==> config.mk <==
export PLATFORM = sky130hd
export DESIGN_NAME = dmem_arbiter_flat
export DESIGN_NICKNAME = d
export VERILOG_FILES = /design/src/rtl/dmem_arbiter_if.sv /design/src/rtl/dmem_arbiter.sv /design/src/flat_wrapper.sv
export SDC_FILE = /design/constraint.sdc
export NUM_CORES = 1
export LEC_CHECK = 0
export CORE_AREA = 2 2 117 119
export DETAILED_ROUTE_END_ITERATION = 7
export DIE_AREA = 0 0 119 121
export GPL_ROUTABILITY_DRIVEN = 0
export HOLD_SLACK_MARGIN = 0.12
export PLACE_DENSITY = 0.85
export REMOVE_ABC_BUFFERS = 1
export SLEW_MARGIN = 15
export SYNTH_ARGS = -nofsm -noshare
export SYNTH_HDL_FRONTEND = slang
export SYNTH_SLANG_ARGS = --single-unit
==> constraint.sdc <==
create_clock -name clk -period 7 [get_ports clk]
set_input_delay 1.4 -clock clk [delete_from_list [all_inputs] [get_ports clk]]
set_output_delay 1.4 -clock clk [all_outputs]
set_load 0.05 [all_outputs]
==> src/rtl/dmem_arbiter_if.sv <==
// Bus bundle between the two requesting ports (CPU, loader/debug),
// the arbiter, and the four byte-lane SRAMs.
interface dmem_arbiter_if #(
  parameter int ADDR_W = 15
);
  // CPU port
  logic              c_req;
  logic              c_we;
  logic [3:0]        c_be;
  logic [ADDR_W-1:0] c_addr;
  logic [31:0]       c_wdata;
  logic [31:0]       c_rdata;
  logic              c_ack;

  // Loader/debug port
  logic              d_req;
  logic              d_we;
  logic [3:0]        d_be;
  logic [ADDR_W-1:0] d_addr;
  logic [31:0]       d_wdata;
  logic [31:0]       d_rdata;
  logic              d_ack;

  // Current owner, one-hot: bit0 = CPU, bit1 = debug
  logic [1:0]        gnt;

  // Shared SRAM side
  logic [ADDR_W-1:0] sram_addr;
  logic [31:0]       sram_wdata;
  logic [31:0]       sram_rdata;
  logic [3:0]        sram_ce_n;
  logic              sram_we_n;
  logic              sram_oe_n;

  // Arbiter view
  modport slave (
    input  c_req, c_we, c_be, c_addr, c_wdata,
    output c_rdata, c_ack,
    input  d_req, d_we, d_be, d_addr, d_wdata,
    output d_rdata, d_ack,
    output gnt,
    output sram_addr, sram_wdata, sram_ce_n, sram_we_n, sram_oe_n,
    input  sram_rdata
  );

  // Requester / SRAM-model view
  modport master (
    output c_req, c_we, c_be, c_addr, c_wdata,
    input  c_rdata, c_ack,
    output d_req, d_we, d_be, d_addr, d_wdata,
    input  d_rdata, d_ack,
    input  gnt,
    input  sram_addr, sram_wdata, sram_ce_n, sram_we_n, sram_oe_n,
    output sram_rdata
  );
endinterface

==> src/rtl/dmem_arbiter.sv <==
// Two-port round-robin arbiter in front of a byte-lane data SRAM.
//
// state  | meaning
// -------+-----------------------------------------------------------
// IDLE   | no transfer; pick a winner and latch its request
// ACCESS | SRAM strobes active for WAIT_CYC cycles (down-counter)
// DONE   | one cycle, owner's ack high, strobes released
//
// All SRAM strobes, gnt, acks and rdata are registered so the SRAM pins
// never glitch on request changes and reset deasserts them immediately.
module dmem_arbiter #(
  parameter int ADDR_W   = 15,
  parameter int WAIT_CYC = 1
) (
  input  logic            clk,
  input  logic            rst,
  dmem_arbiter_if.slave   bus
);

  typedef enum logic [1:0] {
    S_IDLE   = 2'd0,
    S_ACCESS = 2'd1,
    S_DONE   = 2'd2
  } state_t;

  // Counter is loaded with WAIT_CYC-1 and ACCESS ends at terminal count 0.
  localparam logic [2:0] CNT_LOAD = 3'(WAIT_CYC - 1);

  state_t            state;
  logic [2:0]        cnt;
  logic              owner_dbg;
  logic              last_dbg;
  logic              lat_we;
  logic [1:0]        gnt_q;
  logic              c_ack_q;
  logic              d_ack_q;
  logic [31:0]       c_rdata_q;
  logic [31:0]       d_rdata_q;
  logic [ADDR_W-1:0] addr_q;
  logic [31:0]       wdata_q;
  logic [3:0]        ce_n_q;
  logic              we_n_q;
  logic              oe_n_q;

  logic              pick_dbg;
  logic              sel_we;
  logic [3:0]        sel_be;
  logic [ADDR_W-1:0] sel_addr;
  logic [31:0]       sel_wdata;

  // Round-robin winner: on contention the port not served last wins,
  // a lone requester always wins.
  always_comb begin
    pick_dbg = bus.d_req & (~bus.c_req | ~last_dbg);
    if (pick_dbg) begin
      sel_we    = bus.d_we;
      sel_be    = bus.d_be;
      sel_addr  = bus.d_addr;
      sel_wdata = bus.d_wdata;
    end else begin
      sel_we    = bus.c_we;
      sel_be    = bus.c_be;
      sel_addr  = bus.c_addr;
      sel_wdata = bus.c_wdata;
    end
  end

  // Transfer sequencer with registered SRAM strobes, grant, acks and rdata.
  always_ff @(posedge clk or posedge rst) begin
    if (rst) begin
      state     <= S_IDLE;
      cnt       <= 3'd0;
      owner_dbg <= 1'b0;
      last_dbg  <= 1'b1;
      lat_we    <= 1'b0;
      gnt_q     <= 2'b00;
      c_ack_q   <= 1'b0;
      d_ack_q   <= 1'b0;
      c_rdata_q <= 32'h0;
      d_rdata_q <= 32'h0;
      addr_q    <= '0;
      wdata_q   <= 32'h0;
      ce_n_q    <= 4'hF;
      we_n_q    <= 1'b1;
      oe_n_q    <= 1'b1;
    end else begin
      c_ack_q <= 1'b0;
      d_ack_q <= 1'b0;
      case (state)
        S_IDLE: begin
          if (bus.c_req || bus.d_req) begin
            owner_dbg <= pick_dbg;
            last_dbg  <= pick_dbg;
            gnt_q     <= pick_dbg ? 2'b10 : 2'b01;
            lat_we    <= sel_we;
            addr_q    <= sel_addr;
            wdata_q   <= sel_wdata;
            ce_n_q    <= ~sel_be;
            we_n_q    <= ~sel_we;
            oe_n_q    <= sel_we;
            cnt       <= CNT_LOAD;
            state     <= S_ACCESS;
          end
        end
        S_ACCESS: begin
          if (cnt == 3'd0) begin
            ce_n_q <= 4'hF;
            we_n_q <= 1'b1;
            oe_n_q <= 1'b1;
            // Read data is sampled on the last ACCESS cycle while OE is low.
            if (!lat_we) begin
              if (owner_dbg) d_rdata_q <= bus.sram_rdata;
              else           c_rdata_q <= bus.sram_rdata;
            end
            if (owner_dbg) d_ack_q <= 1'b1;
            else           c_ack_q <= 1'b1;
            state <= S_DONE;
          end else begin
            cnt <= cnt - 3'd1;
          end
        end
        S_DONE: begin
          gnt_q <= 2'b00;
          state <= S_IDLE;
        end
        default: begin
          gnt_q  <= 2'b00;
          ce_n_q <= 4'hF;
          we_n_q <= 1'b1;
          oe_n_q <= 1'b1;
          state  <= S_IDLE;
        end
      endcase
    end
  end

  assign bus.gnt        = gnt_q;
  assign bus.c_ack      = c_ack_q;
  assign bus.d_ack      = d_ack_q;
  assign bus.c_rdata    = c_rdata_q;
  assign bus.d_rdata    = d_rdata_q;
  assign bus.sram_addr  = addr_q;
  assign bus.sram_wdata = wdata_q;
  assign bus.sram_ce_n  = ce_n_q;
  assign bus.sram_we_n  = we_n_q;
  assign bus.sram_oe_n  = oe_n_q;

endmodule

==> src/flat_wrapper.sv <==
// flat-port wrapper written by rule: the top's interface ports become plain ports
module dmem_arbiter_flat 
#(
  parameter int ADDR_W   = 15,
  parameter int WAIT_CYC = 1
)
  (clk, rst, bus_c_req, bus_c_we, bus_c_be, bus_c_addr, bus_c_wdata, bus_c_rdata, bus_c_ack, bus_d_req, bus_d_we, bus_d_be, bus_d_addr, bus_d_wdata, bus_d_rdata, bus_d_ack, bus_gnt, bus_sram_addr, bus_sram_wdata, bus_sram_ce_n, bus_sram_we_n, bus_sram_oe_n, bus_sram_rdata);
  dmem_arbiter_if #(.ADDR_W(ADDR_W)) bus_i ();
  input  logic clk;
  input  logic rst;
  input wire logic [$bits(bus_i.c_req)-1:0] bus_c_req;
  input wire logic [$bits(bus_i.c_we)-1:0] bus_c_we;
  input wire logic [$bits(bus_i.c_be)-1:0] bus_c_be;
  input wire logic [$bits(bus_i.c_addr)-1:0] bus_c_addr;
  input wire logic [$bits(bus_i.c_wdata)-1:0] bus_c_wdata;
  output wire logic [$bits(bus_i.c_rdata)-1:0] bus_c_rdata;
  output wire logic [$bits(bus_i.c_ack)-1:0] bus_c_ack;
  input wire logic [$bits(bus_i.d_req)-1:0] bus_d_req;
  input wire logic [$bits(bus_i.d_we)-1:0] bus_d_we;
  input wire logic [$bits(bus_i.d_be)-1:0] bus_d_be;
  input wire logic [$bits(bus_i.d_addr)-1:0] bus_d_addr;
  input wire logic [$bits(bus_i.d_wdata)-1:0] bus_d_wdata;
  output wire logic [$bits(bus_i.d_rdata)-1:0] bus_d_rdata;
  output wire logic [$bits(bus_i.d_ack)-1:0] bus_d_ack;
  output wire logic [$bits(bus_i.gnt)-1:0] bus_gnt;
  output wire logic [$bits(bus_i.sram_addr)-1:0] bus_sram_addr;
  output wire logic [$bits(bus_i.sram_wdata)-1:0] bus_sram_wdata;
  output wire logic [$bits(bus_i.sram_ce_n)-1:0] bus_sram_ce_n;
  output wire logic [$bits(bus_i.sram_we_n)-1:0] bus_sram_we_n;
  output wire logic [$bits(bus_i.sram_oe_n)-1:0] bus_sram_oe_n;
  input wire logic [$bits(bus_i.sram_rdata)-1:0] bus_sram_rdata;
  assign bus_i.c_req = bus_c_req;
  assign bus_i.c_we = bus_c_we;
  assign bus_i.c_be = bus_c_be;
  assign bus_i.c_addr = bus_c_addr;
  assign bus_i.c_wdata = bus_c_wdata;
  assign bus_c_rdata = bus_i.c_rdata;
  assign bus_c_ack = bus_i.c_ack;
  assign bus_i.d_req = bus_d_req;
  assign bus_i.d_we = bus_d_we;
  assign bus_i.d_be = bus_d_be;
  assign bus_i.d_addr = bus_d_addr;
  assign bus_i.d_wdata = bus_d_wdata;
  assign bus_d_rdata = bus_i.d_rdata;
  assign bus_d_ack = bus_i.d_ack;
  assign bus_gnt = bus_i.gnt;
  assign bus_sram_addr = bus_i.sram_addr;
  assign bus_sram_wdata = bus_i.sram_wdata;
  assign bus_sram_ce_n = bus_i.sram_ce_n;
  assign bus_sram_we_n = bus_i.sram_we_n;
  assign bus_sram_oe_n = bus_i.sram_oe_n;
  assign bus_i.sram_rdata = bus_sram_rdata;
  dmem_arbiter #(.ADDR_W(ADDR_W), .WAIT_CYC(WAIT_CYC)) u_core (.clk(clk), .rst(rst), .bus(bus_i));
endmodule
==> results of run 1 <==
## worst reg2reg max path, stage by stage (launching register included)
cell and delay (ps):
dfrtp_1 480, or2_4 310, nor2_4 290, buf_4 670, mux2_2 440
## worst min path at each step
| stage | start | end | slack (ps) | depth (start not counted) |
|---|---|---|---|---|
| final | u_core.cnt[0]$_DFFE_PP0P_ | u_core.cnt[0]$_DFFE_PP0P_ | 480 | 1 |
| after global routing | u_core.cnt[0]$_DFFE_PP0P_ | u_core.cnt[0]$_DFFE_PP0P_ | 490 | 1 |
| after CTS | u_core.cnt[0]$_DFFE_PP0P_ | u_core.cnt[0]$_DFFE_PP0P_ | 490 | 1 |
| after detailed placement | u_core.cnt[0]$_DFFE_PP0P_ | u_core.cnt[0]$_DFFE_PP0P_ | 490 | 1 |
| after global placement | u_core.cnt[0]$_DFFE_PP0P_ | u_core.cnt[0]$_DFFE_PP0P_ | 460 | 1 |
| after floorplan | u_core.cnt[0]$_DFFE_PP0P_ | u_core.cnt[0]$_DFFE_PP0P_ | 450 | 1 |
## registers in the layout, indices dropped and copies added, names as in the netlist
name / flops
u_core.bus.c_ack: 1
u_core.bus.c_rdata: 32
u_core.bus.d_ack: 1
u_core.bus.d_rdata: 32
u_core.bus.gnt: 2
u_core.bus.sram_addr: 15
u_core.bus.sram_ce_n: 4
u_core.bus.sram_oe_n: 1
u_core.bus.sram_wdata: 32
u_core.bus.sram_we_n: 1
u_core.cnt: 3
u_core.last_dbg: 1
u_core.lat_we: 1
u_core.owner_dbg: 1
u_core.state: 2
## cell type report
| type | count | area share |
|---|---|---|
| Multi-Input combinational cell | 200 | 0.2666 |
| Clock inverter | 11 | 0.01912 |
| Clock buffer | 21 | 0.05100 |
| Timing Repair Buffer | 264 | 0.2854 |
| Tap cell | 176 | 0.02387 |
| Inverter | 7 | 0.003119 |
| Sequential cell | 129 | 0.3509 |
## through the flow
step	cell area [um2]	cells
after floorplan	5715	336
after detailed placement	8578	776
after global placement	8578	776
final	9225	808
after global routing	9225	808
after CTS	9225	808
## metal layers
| metal | track usage | vias to the layer above | wire [um] |
|---|---|---|---|
| li1 | - | 1801 | - |
| met1 | 0.2378 | 1888 | 5567 |
| met2 | 0.3441 | 186 | 7101 |
| met3 | 0.05592 | 22 | 948 |
| met4 | 0.08036 | 0 | 261 |
| met5 | 0 | - | 0 |
## where the power goes
| group | switching (mW) | internal [mW] | leakage (nW) |
|---|---|---|---|
| Sequential | 0.227 | 1.13 | 1.52 |
| Combinational | 1.77 | 1.20 | 2.14 |
| Clock | 0.319 | 0.628 | 0.314 |
## cells by family (layout without fill, tap and decap cells)
kind of cell,Yosys count,count (layout),synth area share
and+or+nand+nor,13,13,0.02004
adders and majority gates,2,2,0.004218
buffers and inverters,24,303,0.04092
muxes,165,165,0.3662
DFF,129,129,0.5457
AOI/OAI and AO/OA,20,20,0.02299
## cell usage in the layout (no fill, tap or decap), types with 2 or more instances in the layout
| cell | Yosys | final |
|---|---|---|
| mux2_1 | 2 | 2 |
| mux2_4 | 86 | 86 |
| clkbuf_16 | 0 | 17 |
| bufinv_16 | 0 | 4 |
| o22ai_1 | 2 | 2 |
| inv_6 | 0 | 2 |
| nor2_1 | 3 | 3 |
| clkinv_4 | 0 | 3 |
| dfrtp_1 | 122 | 122 |
| ha_1 | 2 | 2 |
| nand2b_1 | 2 | 2 |
| o22a_1 | 5 | 5 |
| mux2i_1 | 7 | 7 |
| inv_1 | 6 | 5 |
| o21ai_0 | 5 | 5 |
| a21oi_1 | 3 | 3 |
| mux2_2 | 70 | 70 |
| clkbuf_8 | 0 | 3 |
| buf_4 | 6 | 4 |
| dfstp_2 | 7 | 7 |
| clkdlybuf4s50_1 | 0 | 260 |
==> metrics.md, run 1 <==
| Metric | Value |
|---|---|
| Wire length per cell | `17.18 um` |
| Gr usage total | `0.2002` |
| Starting Density | `0.4533` |
| Post-CTS setup buffers | `0` |
| Post-synth ARST share | `1.000` |
| FF-to-FF path depth | `4` |
| Arrival time worst endpoint | `3610 ps` |
| Starting DRT DRC Count | `148` |
| Largest net degree at the start of global routing | `70` |
| Crit path depth | `5` |
| Final Slew Violations | `0` |
| Distinct cells, synth | `32` |
| Syn. warnings | `0` |
| Hold Crit Class | `reg2reg` |
| Clk_lat worst skew | `400 ps` |
| Max Cap Viol | `0` |
| Top cell type by total area after synthesis | `dfrtp_1` |
| Nets | `761` |
| Reg area | `0.003237 mm2` |
| Mapped cell area | `0.005932 mm2` |
| First-pass DRT Iterations | `4` |
| Fillers | `828` |
| Power per cell area | `571.3 mW/mm2` |
| Ranking of synthesized cells by area | `dfrtp_1, mux2_4, mux2_2, dfstp_2, buf_12` |
| Core ar. | `0.01309 mm2` |
| DP Wirelength | `10370 um` |
| Die H | `121 um` |
| Via total after detailed routing | `3897` |
| EDFF count, synth | `0` |
| Worst vdd ir | `302.0 uV` |
| CP max stage delay | `690 ps` |
| Clock Tree Root | `clkbuf_16` |
| Buffer and inverter count on the worst path | `2` |
| Post-synthesis cell count | `353` |
| Worst path slowest cell | `buf_4` |
| RSZ-0062 raised after global routing | `false` |
| Die ar. | `0.01440 mm2` |
| Port bufs | `260` |
| Mapped Avg Cell Area | `16.80 um2` |
| Vias in the first global route | `4197` |
| Top-count cell post-synth | `dfrtp_1` |
| Multi-input logic area | `0.002460 mm2` |
| Cell Chain, Critical Path | `clkdlybuf4s50_1, a21boi_4, buf_4, mux2_2, mux2_2` |
| Crit path to | `u_core.bus.sram_wdata[27]$_DFFE_PP0P_` |
| Main synth FF type | `dfrtp_1` |
| Startpoint types | `input port` |
| Global-route wire length before repair | `22180 um` |
| TNS Setup | `0 ps` |
| Most frequent CP cell | `mux2_2` |
| Reg clk slew, reported paths | `60 ps` |
| Area growth, synth to finish | `55.52%` |
| Slew @ Worst Pin | `915.0 ps` |
| Worst Path Required | `7290 ps` |
| Total gr overflow | `0` |
| Bufs on Longest Clock Path | `2` |
| Resized Gates After CTS | `0` |
| Avg Vias per Cell | `4.823` |
| RR Endpoint | `u_core.bus.sram_wdata[27]$_DFFE_PP0P_` |
| Worst-path fanout max | `54` |
| Worst r2r src | `u_core.state[0]$_DFFE_PP0P_` |
| Flop2flop setup slack | `4710 ps` |
| ANT nets after route | `0` |
| Clock skew | `7.360 ps` |
| Final Critical Period | `3322 ps` |
| Leakage | `3.970 nW` |
| CP startpoint | `bus_d_req` |
| CTS hold repair buffers | `0` |
| Slew margin rel. | `0.3900` |
| FP Rows | `42` |
| TritonCTS clock tree | `yes` |
| DRC | `0` |
| Status | `completed` |
| Crit. End Element | `flop` |
| Post-synth top cells | `dfrtp_1, mux2_4, mux2_2, dfstp_2, mux2i_1` |
| Yosys top cell area share | `0.5147` |
| Final worst slack | `3678 ps` |
| Share of layout cells above drive strength 1 | `0.3259` |
| Family with the most delay on the worst path | `buffers and inverters` |
| H-tree depth | `4` |
| Post-Place Worst Slack | `3278 ps` |
| Seq/Total Area, Yosys | `0.5457` |
| Hold Slack | `482.3 ps` |
| Routed wire length | `13880 um` |
| Initial antenna violation count | `0` |
| IO Count | `261` |
| N_diodes | `0` |
| Post-layout util | `0.7050` |
| CTS sink count | `129` |
| Pwr Total | `5.270 mW` |
| CTS Buf Count | `17` |
| Final Hold Viols | `0` |
| Final setup vio count | `0` |
| Maximum clock frequency | `301.1 MHz` |
| Setup CP Type | `in2reg` |
| Synth Register Bits | `129` |
| Final worst path period share | `0.4745` |
| Die width | `119 um` |
No activity file was read; power rests on OpenSTA's default activity.
==> inputs of run 2 (changes only) <==
--- a/config.mk
+++ b/config.mk
@@ -5,12 +5,12 @@
 export SDC_FILE = /design/constraint.sdc
 export NUM_CORES = 1
 export LEC_CHECK = 0
-export CORE_AREA = 2 2 117 119
+export CORE_AREA = 2 2 128 130
 export DETAILED_ROUTE_END_ITERATION = 7
-export DIE_AREA = 0 0 119 121
+export DIE_AREA = 0 0 130 132
 export GPL_ROUTABILITY_DRIVEN = 0
 export HOLD_SLACK_MARGIN = 0.12
-export PLACE_DENSITY = 0.85
+export PLACE_DENSITY = 0.76
 export REMOVE_ABC_BUFFERS = 1
 export SLEW_MARGIN = 15
 export SYNTH_ARGS = -nofsm -noshare
==> constraint.sdc (replaced) <==
create_clock -name clk -period 2.8 [get_ports clk]
set_input_delay 0.56 -clock clk [delete_from_list [all_inputs] [get_ports clk]]
set_output_delay 0.56 -clock clk [all_outputs]
set_load 0.05 [all_outputs]
==> run 2 against run 1 <==
  * Core utilization down 11 points
  * Via count grew 1.2%
  * Clock power is 130% higher
  * Worst setup slack lost 3200 ps
  * Cell area is 0.99% higher
  * Critical path type is now reg2out
  * Highest routed layer unchanged
==> metrics.md, run 2 (synthesis gave the netlist of run 1 again) <==
| Metric | Value |
|---|---|
| Final worst slack | `489.9 ps (-3188 ps)` |
| FP Rows | `46 (+9.5%)` |
| Most common cell after layout, fill and taps aside | `clkdlybuf4s50_1` |
| Area growth, synth to finish | `57.06%` |
| Worst path slowest cell | `clkdlybuf4s50_1` |
| Reg clk slew, reported paths | `60 ps (about the same)` |
| Fillers | `1202 (+45%)` |
| ANT nets after route | `0 (unchanged)` |
| Logic pwr share | `0.572 (+0.010)` |
| First-pass DRT Iterations | `4 (unchanged)` |
| CTS hold repair buffers | `0 (unchanged)` |
| Port bufs | `260 (unchanged)` |
| Starting DRT DRC Count | `101 (-32%)` |
| CTS Buf Count | `17 (unchanged)` |
| N_diodes | `0 (unchanged)` |
| Commonest non-fill, non-tap cells in the layout | `clkdlybuf4s50_1, dfrtp_1, mux2_4` |
| Hold Crit Class | `reg2reg` |
| Final Slew Violations | `0 (unchanged)` |
| Flop2flop setup slack | `750 ps (-3960 ps)` |
| Buffer and inverter count on the worst path | `1 (-1)` |
| Via total after detailed routing | `3945 (+1.2%)` |
| Starting Density | `0.3775 (-0.07581)` |
| Setup CP Type | `reg2out` |
| Global-route wire length before repair | `22450 um (+1.2%)` |
| Die H | `132 um (+9.1%)` |
| Family with the most delay on the worst path | `buffers and inverters` |
| H-tree depth | `4 (unchanged)` |
| Crit. End Element | `output pin` |
| Slew margin rel. | `0.5503 (+0.1603)` |
| Hold path depth | `1 (unchanged)` |
| Share of layout cells above drive strength 1 | `0.3349 (+0.008949)` |
| CTS sink count | `129 (unchanged)` |
| Cell Int Power | `7.243 mW (+140%)` |
| Reg area | `0.003237 mm2 (unchanged)` |
| Clk_lat worst skew | `410 ps (about the same)` |
| Total gr overflow | `0 (unchanged)` |
| Cell Chain, Critical Path | `clkdlybuf4s50_1` |
| Non-Filler Instances | `855 (+5.8%)` |
| Avg Vias per Cell | `4.614 (-4.3%)` |
| Vias in the first global route | `4430 (+5.6%)` |
| Final Critical Period | `2310 ps` |
| Final instance area | `0.009316 mm2 (+0.99%)` |
| Final worst path period share | `0.8250` |
| CP max stage delay | `810 ps (+120 ps)` |
| Worst-path fanout max | `2 (-96%)` |
| Initial antenna violation count | `0 (unchanged)` |
| Max Cap Viol | `0 (unchanged)` |
| FF-to-FF path depth | `7 (+3)` |
| Power per cell area | `1397 mW/mm2 (+140%)` |
| Maximum clock frequency | `432.9 MHz` |
| DP Area | `0.008718 mm2 (+1.6%)` |
| Resized Gates After CTS | `0 (unchanged)` |
| Largest net degree at the start of global routing | `130 (+86%)` |
| TNS Setup | `0 ps (unchanged)` |
| Switch Pwr | `5.776 mW (+150%)` |
| Nets | `768 (+0.92%)` |
| Leakage | `3.988 nW (+0.46%)` |
| Wire length per cell | `16.52 um (-3.8%)` |
| Gr usage total | `0.1673 (-0.03288)` |
| Startpoint types | `flop` |
| Sw Ratio | `0.4436 (+0.004857)` |
| Core ar. | `0.01571 mm2 (+20%)` |
| Post-Place Worst Slack | `260.4 ps (-3018 ps)` |
| TritonCTS clock tree | `yes` |
| DRC | `0 (unchanged)` |
| Seq pwr share | `0.260 (+0.002)` |
| Hold endpoint | `u_core.bus.c_rdata[23]$_DFFE_PP0P_` |
| Multi-input logic area | `0.002460 mm2 (unchanged)` |
| Slew @ Worst Pin | `667.5 ps (-247.5 ps)` |
| Status | `completed` |
| Clk pwr share | `0.168 (-0.012)` |
| Worst Hold Launch | `u_core.bus.c_rdata[23]$_DFFE_PP0P_` |
| Final Hold Viols | `0 (unchanged)` |
| Routed wire length | `14130 um (+1.8%)` |
| RR Endpoint | `u_core.bus.d_rdata[24]$_DFFE_PP0P_` |
| DP Wirelength | `10640 um (+2.6%)` |
| Die ar. | `0.01716 mm2 (+19%)` |
| Worst r2r src | `u_core.cnt[0]$_DFFE_PP0P_` |
| RSZ-0062 raised after global routing | `false` |
| Post-CTS setup buffers | `0 (unchanged)` |
| Worst Path Required | `2240 ps (-5050 ps)` |
| Worst vdd ir | `693.4 uV (+130%)` |
| Die width | `130 um (+9.2%)` |
| Clock skew | `6.307 ps (-1.053 ps)` |
| Dpl cells | `823 (+6.1%)` |
| Arrival time worst endpoint | `1750 ps (-1860 ps)` |
| Bufs on Longest Clock Path | `2 (unchanged)` |
| IO Count | `261 (unchanged)` |
| Final setup vio count | `0 (unchanged)` |
| Clock Tree Root | `clkbuf_16` |
| Pwr Total | `13.02 mW (+150%)` |
-- run 2: how the worst max path moves through the flow --
stage                                        startpoint                                    end  slack [ps]  depth (start not counted)
global placement                              bus_d_req  u_core.bus.sram_wdata[30]$_DFFE_PP0P_         310                          5
floorplan                                           rst             u_core.bus.c_ack$_DFF_PP0_       -1190                          1
finish                 u_core.bus.sram_oe_n$_DFFE_PP1P_                          bus_sram_oe_n         490                          1
global route           u_core.bus.sram_we_n$_DFFE_PP1P_                          bus_sram_we_n         440                          1
detailed placement                            bus_d_req  u_core.bus.sram_wdata[27]$_DFFE_PP0P_         260                          5
CTS                 u_core.bus.sram_ce_n[1]$_DFFE_PP1P_                       bus_sram_ce_n[1]         460                          1
-- run 2: cell type report --
| cell class | instances | area share |
|---|---|---|
| repair buffers | 271 | 0.2922 |
| clock inverters | 12 | 0.01410 |
| flip-flops and latches | 129 | 0.3474 |
| clock buffers | 20 | 0.05009 |
| inverters | 7 | 0.003089 |
| multi-input cells | 200 | 0.2640 |
| well taps | 216 | 0.02901 |
-- run 2: per-layer routing --
metal | share of wire | wire length, um | track usage
met5 | 0 | 0 | 0
met1 | 0.38 | 5384 | 0.1814
met2 | 0.52 | 7276 | 0.3016
met3 | 0.090 | 1265 | 0.06006
met4 | 0.014 | 200 | 0.05137
-- run 2: through the flow --
step / hold slack [ps] / util
finish: 502.3 / 0.5929
global route: 508.0 / 0.5929
CTS: 503.2 / 0.5929
detailed placement: 490.3 / 0.5549
global placement: 460.4 / 0.5549
floorplan: 451.0 / -
-- run 2: power by group through the flow --
stage,clock [mW],sequential (mW),combinational [mW]
floorplan,0,6.44,1.95
global placement,0,3.37,7.39
detailed placement,0,3.40,7.52
CTS,2.25,3.40,7.52
global route,2.34,3.51,7.74
finish,2.19,3.39,7.45
